--- src/rtl/count_interval_arbiter_pkg.sv ---
// Shared types and constants for the count-interval arbiter.
//   state_t     : sequencer states IDLE/CLEAR/COUNT/DONE
//   REQ0, REQ1  : requester indices into req/gnt/done
//   onehot      : requester index -> one-hot grant vector
package count_interval_arbiter_pkg;

  typedef enum logic [1:0] {
    IDLE  = 2'd0,
    CLEAR = 2'd1,
    COUNT = 2'd2,
    DONE  = 2'd3
  } state_t;

  localparam int unsigned REQ0 = 0;
  localparam int unsigned REQ1 = 1;

  function automatic logic [1:0] onehot(input logic idx);
    return idx ? 2'b10 : 2'b01;
  endfunction

endpackage

--- src/rtl/count_interval_arbiter_sync_event_counter.sv ---
// Synchronous clear / increment event counter.
//   clk, rst : clock, asynchronous active-high reset
//   clr      : synchronous clear (wins over en)
//   en       : increment by one
//   q        : counter value
module sync_event_counter #(
  parameter int unsigned WIDTH = 4
) (
  input  logic             clk,
  input  logic             rst,
  input  logic             clr,
  input  logic             en,
  output logic [WIDTH-1:0] q
);

  always_ff @(posedge clk or posedge rst) begin
    if (rst)      q <= '0;
    else if (clr) q <= '0;
    else if (en)  q <= q + WIDTH'(1);
  end

endmodule

--- src/rtl/count_interval_arbiter.sv ---
// Round-robin sequencer sharing one event counter between two requesters.
//   clk, rst   : clock, asynchronous active-high reset
//   req[1:0]   : level requests, held until done or withdrawn
//   len0, len1 : interval lengths, sampled at grant
//   tick       : count-event strobe
//   gnt[1:0]   : registered one-hot grant
//   busy       : sequencer not idle
//   done[1:0]  : one-cycle completion pulse to the winner
//   cnt        : current counter value
module count_interval_arbiter
  import count_interval_arbiter_pkg::*;
#(
  parameter int unsigned WIDTH = 4
) (
  input  logic             clk,
  input  logic             rst,
  input  logic [1:0]       req,
  input  logic [WIDTH-1:0] len0,
  input  logic [WIDTH-1:0] len1,
  input  logic             tick,
  output logic [1:0]       gnt,
  output logic             busy,
  output logic [1:0]       done,
  output logic [WIDTH-1:0] cnt
);

  state_t           state;
  logic             win;
  logic             last_served;
  logic [WIDTH-1:0] len_r;

  logic             win_req_c;
  logic             clr_c;
  logic             en_c;
  logic             term_c;
  logic             idle_win_c;
  logic [WIDTH-1:0] idle_len_c;

  // Abort is taken when the current winner withdraws; counter holds then.
  assign win_req_c = req[win];
  assign clr_c     = (state == CLEAR) && win_req_c;
  assign en_c      = (state == COUNT) && tick && win_req_c;
  // len_r-1 is only meaningful for a non-zero interval.
  assign term_c    = (len_r != '0) && (cnt == len_r - WIDTH'(1));

  // Round-robin pick: on contention favour the requester not served last.
  always_comb begin
    idle_win_c = 1'b0;
    if (req[REQ0] && req[REQ1]) idle_win_c = ~last_served;
    else                        idle_win_c = req[REQ1];
    idle_len_c = idle_win_c ? len1 : len0;
  end

  sync_event_counter #(.WIDTH(WIDTH)) u_counter (
    .clk (clk),
    .rst (rst),
    .clr (clr_c),
    .en  (en_c),
    .q   (cnt)
  );

  // Sequencer state and registered outputs.
  always_ff @(posedge clk or posedge rst) begin
    if (rst) begin
      state       <= IDLE;
      gnt         <= 2'b00;
      done        <= 2'b00;
      busy        <= 1'b0;
      len_r       <= '0;
      win         <= 1'b0;
      last_served <= 1'b1;
    end else begin
      done <= 2'b00;
      case (state)
        IDLE: begin
          if (|req) begin
            win   <= idle_win_c;
            len_r <= idle_len_c;
            gnt   <= onehot(idle_win_c);
            busy  <= 1'b1;
            state <= (idle_len_c == '0) ? DONE : CLEAR;
          end else begin
            gnt  <= 2'b00;
            busy <= 1'b0;
          end
        end
        CLEAR: begin
          if (!win_req_c) begin
            state       <= IDLE;
            gnt         <= 2'b00;
            busy        <= 1'b0;
            last_served <= win;
          end else begin
            state <= COUNT;
          end
        end
        COUNT: begin
          if (!win_req_c) begin
            state       <= IDLE;
            gnt         <= 2'b00;
            busy        <= 1'b0;
            last_served <= win;
          end else if (tick && term_c) begin
            state <= DONE;
            done  <= gnt;
          end
        end
        DONE: begin
          // A zero-length interval arrives here without its pulse yet;
          // issue it now so done still trails the grant by one cycle.
          if (done == 2'b00) begin
            done <= gnt;
          end else begin
            state       <= IDLE;
            gnt         <= 2'b00;
            busy        <= 1'b0;
            last_served <= win;
          end
        end
        default: begin
          state <= IDLE;
          gnt   <= 2'b00;
          busy  <= 1'b0;
        end
      endcase
    end
  end

endmodule

--- config.mk ---
export PLATFORM = sky130hd
export DESIGN_NAME = count_interval_arbiter
export DESIGN_NICKNAME = d
export VERILOG_FILES = /design/src/rtl/count_interval_arbiter_pkg.sv /design/src/rtl/count_interval_arbiter_sync_event_counter.sv /design/src/rtl/count_interval_arbiter.sv
export SDC_FILE = /design/constraint.sdc
export NUM_CORES = 1
export LEC_CHECK = 0
export ABC_AREA = 1
export BUFFER_PORTS_ARGS = -buffer_cell sky130_fd_sc_hd__clkbuf_2
export CAP_MARGIN = 5
export CORE_AREA = 2 2 49 51
export CTS_BUF_LIST = sky130_fd_sc_hd__clkbuf_8
export DETAILED_ROUTE_END_ITERATION = 8
export DIE_AREA = 0 0 51 53
export PLACE_DENSITY = 0.77
export SETUP_SLACK_MARGIN = 0.15
export SYNTH_ARGS = -nofsm -noshare
export SYNTH_HDL_FRONTEND = slang
export SYNTH_HIERARCHICAL = 1
export SYNTH_SLANG_ARGS = --single-unit
export TNS_END_PERCENT = 20
--- constraint.sdc ---
create_clock -name clk -period 2.2 [get_ports clk]
set_input_delay 0.33 -clock clk [delete_from_list [all_inputs] [get_ports clk]]
set_output_delay 0.33 -clock clk [all_outputs]
set_load 0.005 [all_outputs]
# Word-level counts from Yosys, hierarchy flattened
# Index checks and enable logic that the tools add are counted.
word_totals:
  input_bits: 13
  latchBits: 0
  mem_bits_rw: 0
  rom_bits: 0
  wordCells: 66
  n_memories: 0
  regBits: 17
  output_inout_bits: 9
op_classes:
  n_lt_le_gt_ge: 1
  shift: 0
  n_bitwise: 1
  div_mod_pow: 0
  n_mul: 0
  addsub: 2
  eq_ne: 8
  n_mux: 28
  n_reduce_logical: 18
op_table:
  columns: ["operator", "count"]
  rows:
  - ["2-bit 2-to-1 mux", 12]
  - ["4-bit 2-to-1 mux", 3]
  - ["1-bit 2-to-1 mux", 8]
  - ["2-bit one-hot mux with 4 select lines", 1]
  - ["1-bit logical AND", 6]
  - ["2-bit inequality test, second input constant", 3]
  - ["2-bit one-hot mux with 3 select lines", 1]
  - ["3-bit AND reduction", 2]
  - ["4-bit by 1-bit adder with 4-bit output, second input constant", 1]
  - ["2-bit equality test, second input constant", 2]
  - ["4-bit equality test", 1]
  - ["2-bit zero test", 2]
  - ["4-bit zero test", 1]
  - ["2-bit one-hot mux with 2 select lines", 1]
  - ["2-bit AND reduction", 2]
  - ["2-bit nonzero test", 2]
  - ["4-bit nonzero test", 1]
  - ["2-bit OR reduction", 2]
  - ["4-bit by 1-bit subtractor with 4-bit output, second input constant", 1]
  - ["3-bit by 2-bit inequality test with 1-bit output, second input constant", 1]
  - ["1-bit one-hot mux with 3 select lines", 1]
  - ["2-bit by 1-bit equality test with 1-bit output, second input constant", 1]
  - ["1-bit by 2-bit < comparator with 1-bit output, second input constant", 1]
  - ["1-bit one-hot mux with 2 select lines", 1]
  - ["1-bit inverter", 1]

# Logic depth before layout (Yosys ltp)
# Gate-level depths: netlist of the first run.
depth:
  word_depth: 7
  mapped_depth: 13
  mapped_depth_nobuf: 13

# Modules after synthesis
# The synthesis of the first run kept the hierarchy.
modules_own_cells:
  columns: ["mod", "seq_area_each_um2", "instances", "cells_per_inst", "area_per_inst_um2"]
  rows:
  - ["count_interval_arbiter", 326.6, 1, 141, 944.7]
  - ["sync_event_counter", 100.1, 1, 24, 193.9]

# Worst setup path after synthesis of the first run
# OpenSTA, ideal clock, no wires.
synth_path:
  path_kind: "register to register"
  from: "reg state[0]"
  to: "reg u_counter.q[3]"
  synth_period_minus_slack_ps: 1554
  required_time_ps: 2083
  path_slack_ps: 646
  path_buffers: 0
  path_stages_with_launch: 12
  arrival_time_ps: 1438
  setup_time_ps: 117
  cell_sequence: "dfrtp_1 -> inv_1 -> ha_1 -> inv_1 -> nor2_4 -> inv_1 -> nor2_1 -> nand2_2 -> nor2_2 -> nand2_1 -> nand2_1 -> nor2_1"
synth_via:
  elab_chain_len: 4
  word_cells_on_any_way: 7
  cone_classes: "eq/ne: 2; mux: 1; reduce/logical: 4"
synth_lines:
  columns: ["item", "line", "source"]
  rows:
  - ["start, declared", "count_interval_arbiter.sv:27", "state_t state;"]
  - ["start signal, assigned", "count_interval_arbiter.sv:81", "state <= (idle_len_c == '0) ? DONE : CLEAR;"]
  - ["2-bit equality test", "count_interval_arbiter.sv:42", "assign en_c = (state == COUNT) && tick && win_req_c;"]
  - ["1-bit logical AND (2 in a row)", "count_interval_arbiter.sv:42", null]
  - ["named net en_c", "count_interval_arbiter.sv:34", "logic en_c;"]
  - ["2-bit nonzero test (no line)", null, null]
  - ["end signal, assigned", "count_interval_arbiter_sync_event_counter.sv:19", "else if (en) q <= q + WIDTH'(1);"]
  - ["end, declared", "count_interval_arbiter_sync_event_counter.sv:13", "output logic [WIDTH-1:0] q"]
# The timed path passes the listed nets, and every way through them passes these cells.
# A chain may end at the register's enable or synchronous reset.

# Worst setup path in the final report of the first run
# Same ends and word-level chain as after synthesis.

==> results.toml, run 1 <==
[outcome]
outcome = "complete, no violations"

[floorplan]
dieWidth_um = 51
core_um2 = 2150
die_area_um2 = 2700
rows = 17
start_util_pct = 53.0
die_y_um = 53
ios = 22

[setup_path]
r2r_setup_slack_ns = 0.43
r2r.worst_path.cells = 11
critPathSlowestCell = "dfrtp_1"
crit_start = "state[0]"
start_kind = "flip-flop"
crit_buf_inv = 3
crit_required_ns = 2.34
path_cells = "inv_1 > ha_1 > inv_1 > nor2_4 > inv_1 > nor2_1 > nand2_2 > nor2_2 > nand2_1 > nand2_1 > nor2_1"
crit_top_cell = "inv_1"
path_max_fanout = 6
crit_arrival_ns = 1.91
critical-path-top-delay-family = "simple AND/OR/NAND/NOR gates"
max_stage_delay_ns = 0.42
worstSetupEndpointType = "flip-flop"
critical_path_class = "reg2reg"
reg2reg_to = "u_counter/q[3]"
r2r_start = "state[0]"

[pwr]
power.total_w = 0.00153
ir_worst_vdd_mv = 0.732
p_leak_nw = 0.739
power_density_nw_per_um2 = 1160

[layout]
final_cell_mix = "nand2_1 (51), inv_1 (25), nor2_1 (23)"
fillers = 203
syn_to_final_growth_pct = 16.2
final_net_count = 211
final_cell_count_no_fill = 218
drive_gt1_share_pct = 19.5
antenna_cells = 0
post-route-util_pct = 61.6
final_common_cell = "nand2_1"

[yosys]
synth_fp_nets = 185
netlist_area_um2 = 1140
syn-mean-instance-area_um2 = 6.90
seq_area_frac_synth_pct = 37.5
synth_seq_cells = 17
syn_inst = 165
synthDistinctLibCells = 18
yosys_warnings = 6

[detailed_routing]
firstDrtPassIters = 4
ant_nets = 0
detail_route.wl_per_cell_um = 10.5
drc = 0
drtIter0Drc = 20
vias_per_cell = 4.90
wirelength_um = 2290
dr_total_vias = 1068

[grt]
antenna_found_initial = 0
grt_usage_pct = 20.3
grt_first_pass_wirelength_um = 4020
grt_max_degree = 14
overflow = 0
first_global_vias = 987

[sta]
drv_slew = 0
tightest_slew_ns = 0.523
fin_skew_ns = 0.00242
grt_setup_unrepaired = "false"
fin_crit_sh_pct = 80.2
min_period_ns = 1.77
tns_ns = 0
setup_ws_ns = 0.435
relSlewSlack_pct = 65.1
setup_viol = 0
fmax_mhz = 567
hold_violations = 0

[min_path]
min_from = "len0[2]"
hold_class = "in2reg"
min_to = "len_r[2]"
min_path_cells = 5

[placed_design]
dpl_worst_slack_ns = 0.452
post-dp-hpwl_um = 1850
place.gp.congestion = 0.855
dp_cells = 213
io_buffers = 21

[cts]
cts_root_buf = "clkbuf_8"
clkSinkCount = 17
ctsResizeCount = 0
cts_max_path_buffers = 2
clock_latency_ns = 0.25
cts_buffers = 3
clkTransAtPathRegs_ns = 0.06
h-tree-depth = 1
cts_tree = "yes"

[run]
drv_cap = 0
-- routing by layer --
metal / wire length [um] / vias up / track usage, %
met5: 0 / - / 0
met4: 40 / 0 / 10.8
met3: 75 / 4 / 3.67
met2: 1130 / 17 / 35.1
met1: 1040 / 488 / 24.0
li1: - / 559 / -
-- cells by family (layout without fill, tap and decap cells) --
| family | count (synthesis) | after routing | share of synthesized area [%] |
|---|---|---|---|
| buffers and inverters | 26 | 51 | 9.23 |
| adder cells (fa/ha/maj) | 7 | 7 | 7.69 |
| flip-flops | 17 | 17 | 37.5 |
| AND/OR/NAND/NOR | 98 | 98 | 37.3 |
| AO/OA/AOI/OAI | 17 | 17 | 8.35 |
-- state kept, by name, summed over array words and instances (netlist names) --
signal / count
len_r: 4
u_counter/q: 4
done: 2
gnt: 2
state: 2
busy: 1
last_served: 1
win: 1
-- worst max-delay path by stage --
stage | to | slack, ns | cells after the start
2_1_floorplan | u_counter/q[3] | 0.65 | 11
3_3_place_gp | u_counter/q[3] | 0.55 | 12
3_5_place_dp | u_counter/q[3] | 0.45 | 11
4_1_cts | u_counter/q[3] | 0.44 | 11
5_1_grt | u_counter/q[3] | 0.26 | 11
6_report | u_counter/q[3] | 0.43 | 11
-- repair_timing --
action	4_1_cts	5_1_grt
hold buffers	1	0
setup buffers	0	0
hold endpoints to repair	4	0
-- final cells by class --
cell class / count / area, um^2 / area share [%]
clock buffers: 3 / 41.3 / 3.12
clock inverters: 1 / 3.75 / 0.284
inverters: 25 / 93.8 / 7.10
multi-input cells: 122 / 607 / 45.9
flip-flops and latches: 17 / 427 / 32.3
well taps: 28 / 35.0 / 2.65
repair buffers: 22 / 115 / 8.70
-- cell usage after synthesis --
cell type | instances | area [um^2]
inv_1 | 24 | 90.1
nor2_1 | 23 | 86.3
nand2_1 | 51 | 191
nand2_2 | 4 | 25.0
o21ai_0 | 6 | 30.0
a31oi_1 | 2 | 12.5
nand2_4 | 1 | 11.3
o21ai_2 | 2 | 17.5
a21oi_1 | 6 | 30.0
dfrtp_1 | 16 | 400
nand3_1 | 15 | 75.1
inv_2 | 1 | 3.75
nor2_4 | 2 | 22.5
ha_1 | 7 | 87.6
dfstp_2 | 1 | 26.3
nor2_2 | 2 | 12.5
o21ai_1 | 1 | 5.00
buf_6 | 1 | 11.3
-- through the flow --
step | area, um^2 | hold WS [ns]
after global routing | 1320 | 0.468
after CTS | 1320 | 0.427
after global placement | 1270 | 0.210
final | 1320 | 0.431
after detailed placement | 1270 | 0.209
after floorplan | 1140 | 0.0961
-- tightest hold or removal path, stage by stage --
cell and delay [ns]:
clkbuf_2 0.08, nand2_1 0.05, nand2_1 0.06, nor2_1 0.08
a21oi_1 0.04
-- power breakdown --
part | leakage (nW) | internal, W | switching (W)
clock | 0.0269 | 0.000124 | 0.000101
combinational | 0.498 | 0.000289 | 0.000472
sequential | 0.214 | 0.000435 | 0.000113
Power figures use the tool's default switching activity.
==> run 2, diff against run 1 <==
==> constraint.sdc (replaced) <==
create_clock -name clk -period 1.7 [get_ports clk]
set_input_delay 0.255 -clock clk [delete_from_list [all_inputs] [get_ports clk]]
set_output_delay 0.255 -clock clk [all_outputs]
set_load 0.005 [all_outputs]
==> results.toml, run 2 (synthesis results as in run 1) <==
[pwr]
ir_worst_vdd_mv = 1.04
p_leak_nw = 0.807
power_density_nw_per_um2 = 1540

[min_path]
hold_class = "in2reg"

[setup_path]
max_stage_delay_ns = 0.40
r2r_setup_slack_ns = 0.16
critPathSlowestCell = "dfrtp_1"
worstSetupEndpointType = "flip-flop"
crit_top_cell = "nand2_1"
critical_path_class = "reg2reg"
path_max_fanout = 3
start_kind = "flip-flop"
crit_arrival_ns = 1.68
crit_required_ns = 1.84
path_cells = "inv_2 > ha_4 > nor2_1 > nor2_1 > nand2_1 > nor2_2 > nand3_2 > nand2_2 > nand2_1 > nand2_1 > nand2_1"

[placed_design]
post-dp-hpwl_um = 1870
dpl_worst_slack_ns = 0.0697
place.gp.congestion = 0.881
io_buffers = 21

[sta]
relSlewSlack_pct = 64.7
min_period_ns = 1.54
setup_ws_ns = 0.160
grt_setup_unrepaired = "true"
setup_viol = 0
fin_skew_ns = 0.00426
fin_crit_sh_pct = 90.6
hold_violations = 0
drv_slew = 0
fmax_mhz = 649
tightest_slew_ns = 0.529
tns_ns = 0

[layout]
drive_gt1_share_pct = 28.9
fillers = 177
final_common_cell = "nand2_1"
largestRegisters = "len_r (4), u_counter/q (4)"
final_net_count = 225
syn_to_final_growth_pct = 27.8
final_cell_mix = "nand2_1 (51), inv_1 (21), nor2_1 (21), clkbuf_2 (21), dfrtp_1 (16)"
antenna_cells = 0

[run]
drv_cap = 0

[detailed_routing]
wirelength_um = 2700
ant_nets = 0
drtIter0Drc = 33
drc = 0
firstDrtPassIters = 4
dr_total_vias = 1122
detail_route.wl_per_cell_um = 11.7
vias_per_cell = 4.84

[floorplan]
die_area_um2 = 2700
die_y_um = 53
core_um2 = 2150
dieWidth_um = 51
ios = 22
rows = 17
start_util_pct = 53.0

[grt]
overflow = 0
grt_usage_pct = 21.6
first_global_vias = 1052
grt_max_degree = 14
grt_first_pass_wirelength_um = 4420
antenna_found_initial = 0

[cts]
clkTransAtPathRegs_ns = 0.07
cts_root_buf = "clkbuf_8"
cts_buffers = 3
clkSinkCount = 17
h-tree-depth = 1
cts_max_path_buffers = 2
cts_tree = "yes"
clock_latency_ns = 0.25

[outcome]
outcome = "complete, no violations"
[run 2: worst max-delay path: cells and delay by family (launching register included)]
| family | cells | cell delay, ns |
|---|---|---|
| simple gates | 9 | 0.69 |
| fa+ha+maj | 1 | 0.26 |
| buf+inv | 1 | 0.08 |
| flops | 1 | 0.40 |
[run 2: stage by stage]
step	util (%)	instances	cell area (um^2)	total power (W)	hold slack, ns
3_5_place_dp	59.5	214	1280	0.00172	0.143
5_1_grt	67.7	232	1460	0.00246	0.408
6_report	67.7	232	1460	0.00225	0.353
3_3_place_gp	59.5	214	1280	0.00167	0.134
2_1_floorplan	-	165	1140	0.00145	0.0211
4_1_cts	63.3	222	1360	0.00204	0.356
[run 2: final timing paths]
check                                  from              to  cells after the start
worst max-delay path               len_r[0]        state[1]                     11
worst min-delay path                len0[3]        len_r[3]                      5
worst max register to register     len_r[0]        state[1]                     11
worst min register to register  last_served     last_served                      2
max in group asynchronous               rst     last_served                      3
min in group asynchronous               rst  u_counter/q[3]                      3
[run 2: final cells by class]
cell class                 instances  area (um^2)  area share (%)
sequential                        17          427            29.3
clock inverter                     1         3.75           0.258
clock buffer                       3         41.3            2.84
multi-input combinational        122          634            43.6
inverter                          25         93.8            6.45
tap                               28         35.0            2.41
timing repair buffer              36          220            15.1
[run 2: where the power goes]
part / internal [W] / switching, W
combinational: 0.000515 / 0.000715
sequential: 0.000563 / 0.000157
clock: 0.000160 / 0.000137
total: 0.00124 / 0.00101
[run 2: timing repair]
action                                 CTS  global route
hold buffers                             1             0
setup endpoints to repair                3             8
pin swaps                                1             6
gates resized for setup                  3             5
endpoints found under the hold margin    4             0
setup buffers                            3            10
[run 2: layer usage]
metal  share of wire (%)  track usage, %  vias to the layer above  wire length (um)
met2                  52            37.7                       16              1410
met5                   0               0                        -                 0
met4                 1.1            9.46                        0                30
met1                  44            26.5                      512              1190
li1                    -               -                      590                 -
met3                 2.6            3.11                        4                71
==> run 3, diff against run 2 <==
--- a/config.mk
+++ b/config.mk
@@ -9,7 +9,7 @@
 export BUFFER_PORTS_ARGS = -buffer_cell sky130_fd_sc_hd__clkbuf_2
 export CAP_MARGIN = 5
 export CORE_AREA = 2 2 49 51
-export CTS_BUF_LIST = sky130_fd_sc_hd__clkbuf_8
+export CTS_BUF_LIST = sky130_fd_sc_hd__clkbuf_16
 export DETAILED_ROUTE_END_ITERATION = 8
 export DIE_AREA = 0 0 51 53
 export PLACE_DENSITY = 0.77
==> results.toml, run 3 (synthesis results as in run 1) <==
[floorplan]
core_um2 = 2150
ios = 22
start_util_pct = 53.0
die_y_um = 53
rows = 17
dieWidth_um = 51
die_area_um2 = 2700

[cts]
cts_tree = "yes"
clock_latency_ns = 0.25
clkSinkCount = 17
clkTransAtPathRegs_ns = 0.05
cts_root_buf = "clkbuf_16"
cts_buffers = 3
cts_max_path_buffers = 2
h-tree-depth = 1

[setup_path]
path_max_fanout = 3
critical_path_class = "reg2reg"
r2r_start = "len_r[1]"
crit_start = "len_r[1]"
worstSetupEndpointType = "flip-flop"
start_kind = "flip-flop"
crit_required_ns = 1.84
crit_arrival_ns = 1.67

[pwr]
p_leak_nw = 0.821
power.total_w = 0.00244
ir_worst_vdd_mv = 1.18
power_density_nw_per_um2 = 1640

[sta]
fin_skew_ns = 0.00155
hold_violations = 0
tns_ns = 0
fmax_mhz = 656
setup_viol = 0
min_period_ns = 1.53
drv_slew = 0
tightest_slew_ns = 0.533
grt_setup_unrepaired = "true"
relSlewSlack_pct = 64.5
fin_hold_ws_ns = 0.356
fin_crit_sh_pct = 89.7

[grt]
grt_usage_pct = 21.7
overflow = 0
antenna_found_initial = 0
grt_max_degree = 14
grt_first_pass_wirelength_um = 4370
first_global_vias = 1024

[layout]
final_cell_mix = "nand2_1 (50), nor2_1 (21), clkbuf_2 (21)"
final_net_count = 225
largestRegisters = "len_r (4), u_counter/q (4)"
syn_to_final_growth_pct = 31.0
antenna_cells = 0
drive_gt1_share_pct = 29.9
final_common_cell = "nand2_1"
post-route-util_pct = 69.4

[detailed_routing]
ant_nets = 0
detail_route.wl_per_cell_um = 11.8
dr_total_vias = 1130
vias_per_cell = 4.87
firstDrtPassIters = 4
drtIter0Drc = 28
drc = 0
wirelength_um = 2730

[min_path]
hold_class = "in2reg"
min_from = "len0[3]"

[placed_design]
place.gp.congestion = 0.881
io_buffers = 21
post-dp-hpwl_um = 1870

[run]
drv_cap = 0

[outcome]
outcome = "complete, no violations"
[run 3: critical path: stages (launching register included)]
cell and delay (ns):
dfrtp_1 0.37, inv_2 0.07, ha_4 0.26, nor2_1 0.05, nor2_1 0.11, nand2_1 0.07
nor2_2 0.13, nand3_2 0.09, nand2_2 0.10, nand2_2 0.06, nand2_1 0.05, nand2_1 0.05
[run 3: report_power, final]
part / switching, W / total, W / internal [W]
registers: 0.000155 / 0.000719 / 0.000564
clock network: 0.000161 / 0.000474 / 0.000313
logic: 0.000726 / 0.00125 / 0.000519
[run 3: area by class of cell]
cell class / instances / area (um^2)
inverters: 25 / 93.8
repair buffers: 36 / 220
flip-flops and latches: 17 / 427
clock inverters: 1 / 3.75
multi-input cells: 122 / 637
clock buffers: 3 / 75.1
well taps: 28 / 35.0
fillers: 171 / 657
[run 3: metal layers]
layer	share of wire (%)	track usage, %	vias up
met5	0	0	-
met4	1.5	10.4	0
met3	4.0	3.67	5
met2	51	37.0	24
met1	43	26.7	511
li1	-	-	590
[run 3: what timing repair did]
action	in CTS	in global routing
hold buffers	1	0
setup buffers	4	9
endpoints found under the setup margin	3	8
resized for setup	1	10
pin swaps	1	7
endpoints found under the hold margin	4	0
[run 3: worst paths after layout]
path | end | slack [ns] | depth (start not counted)
setup / recovery | state[1] | 0.17 | 11
hold / removal | len_r[3] | 0.36 | 5
setup reg to reg | state[1] | 0.17 | 11
hold reg to reg | last_served | 0.46 | 2
max in group asynchronous | last_served | 0.75 | 3
min in group asynchronous | u_counter/q[3] | 0.43 | 3
[run 3: metrics by stage]
step           cells  setup WS [ns]  area (um^2)
3_3_place_gp     214          0.115         1280
3_5_place_dp     214         0.0697         1280
2_1_floorplan    165          0.227         1140
5_1_grt          232         0.0721         1490
4_1_cts          223          0.123         1400
6_report         232          0.175         1490
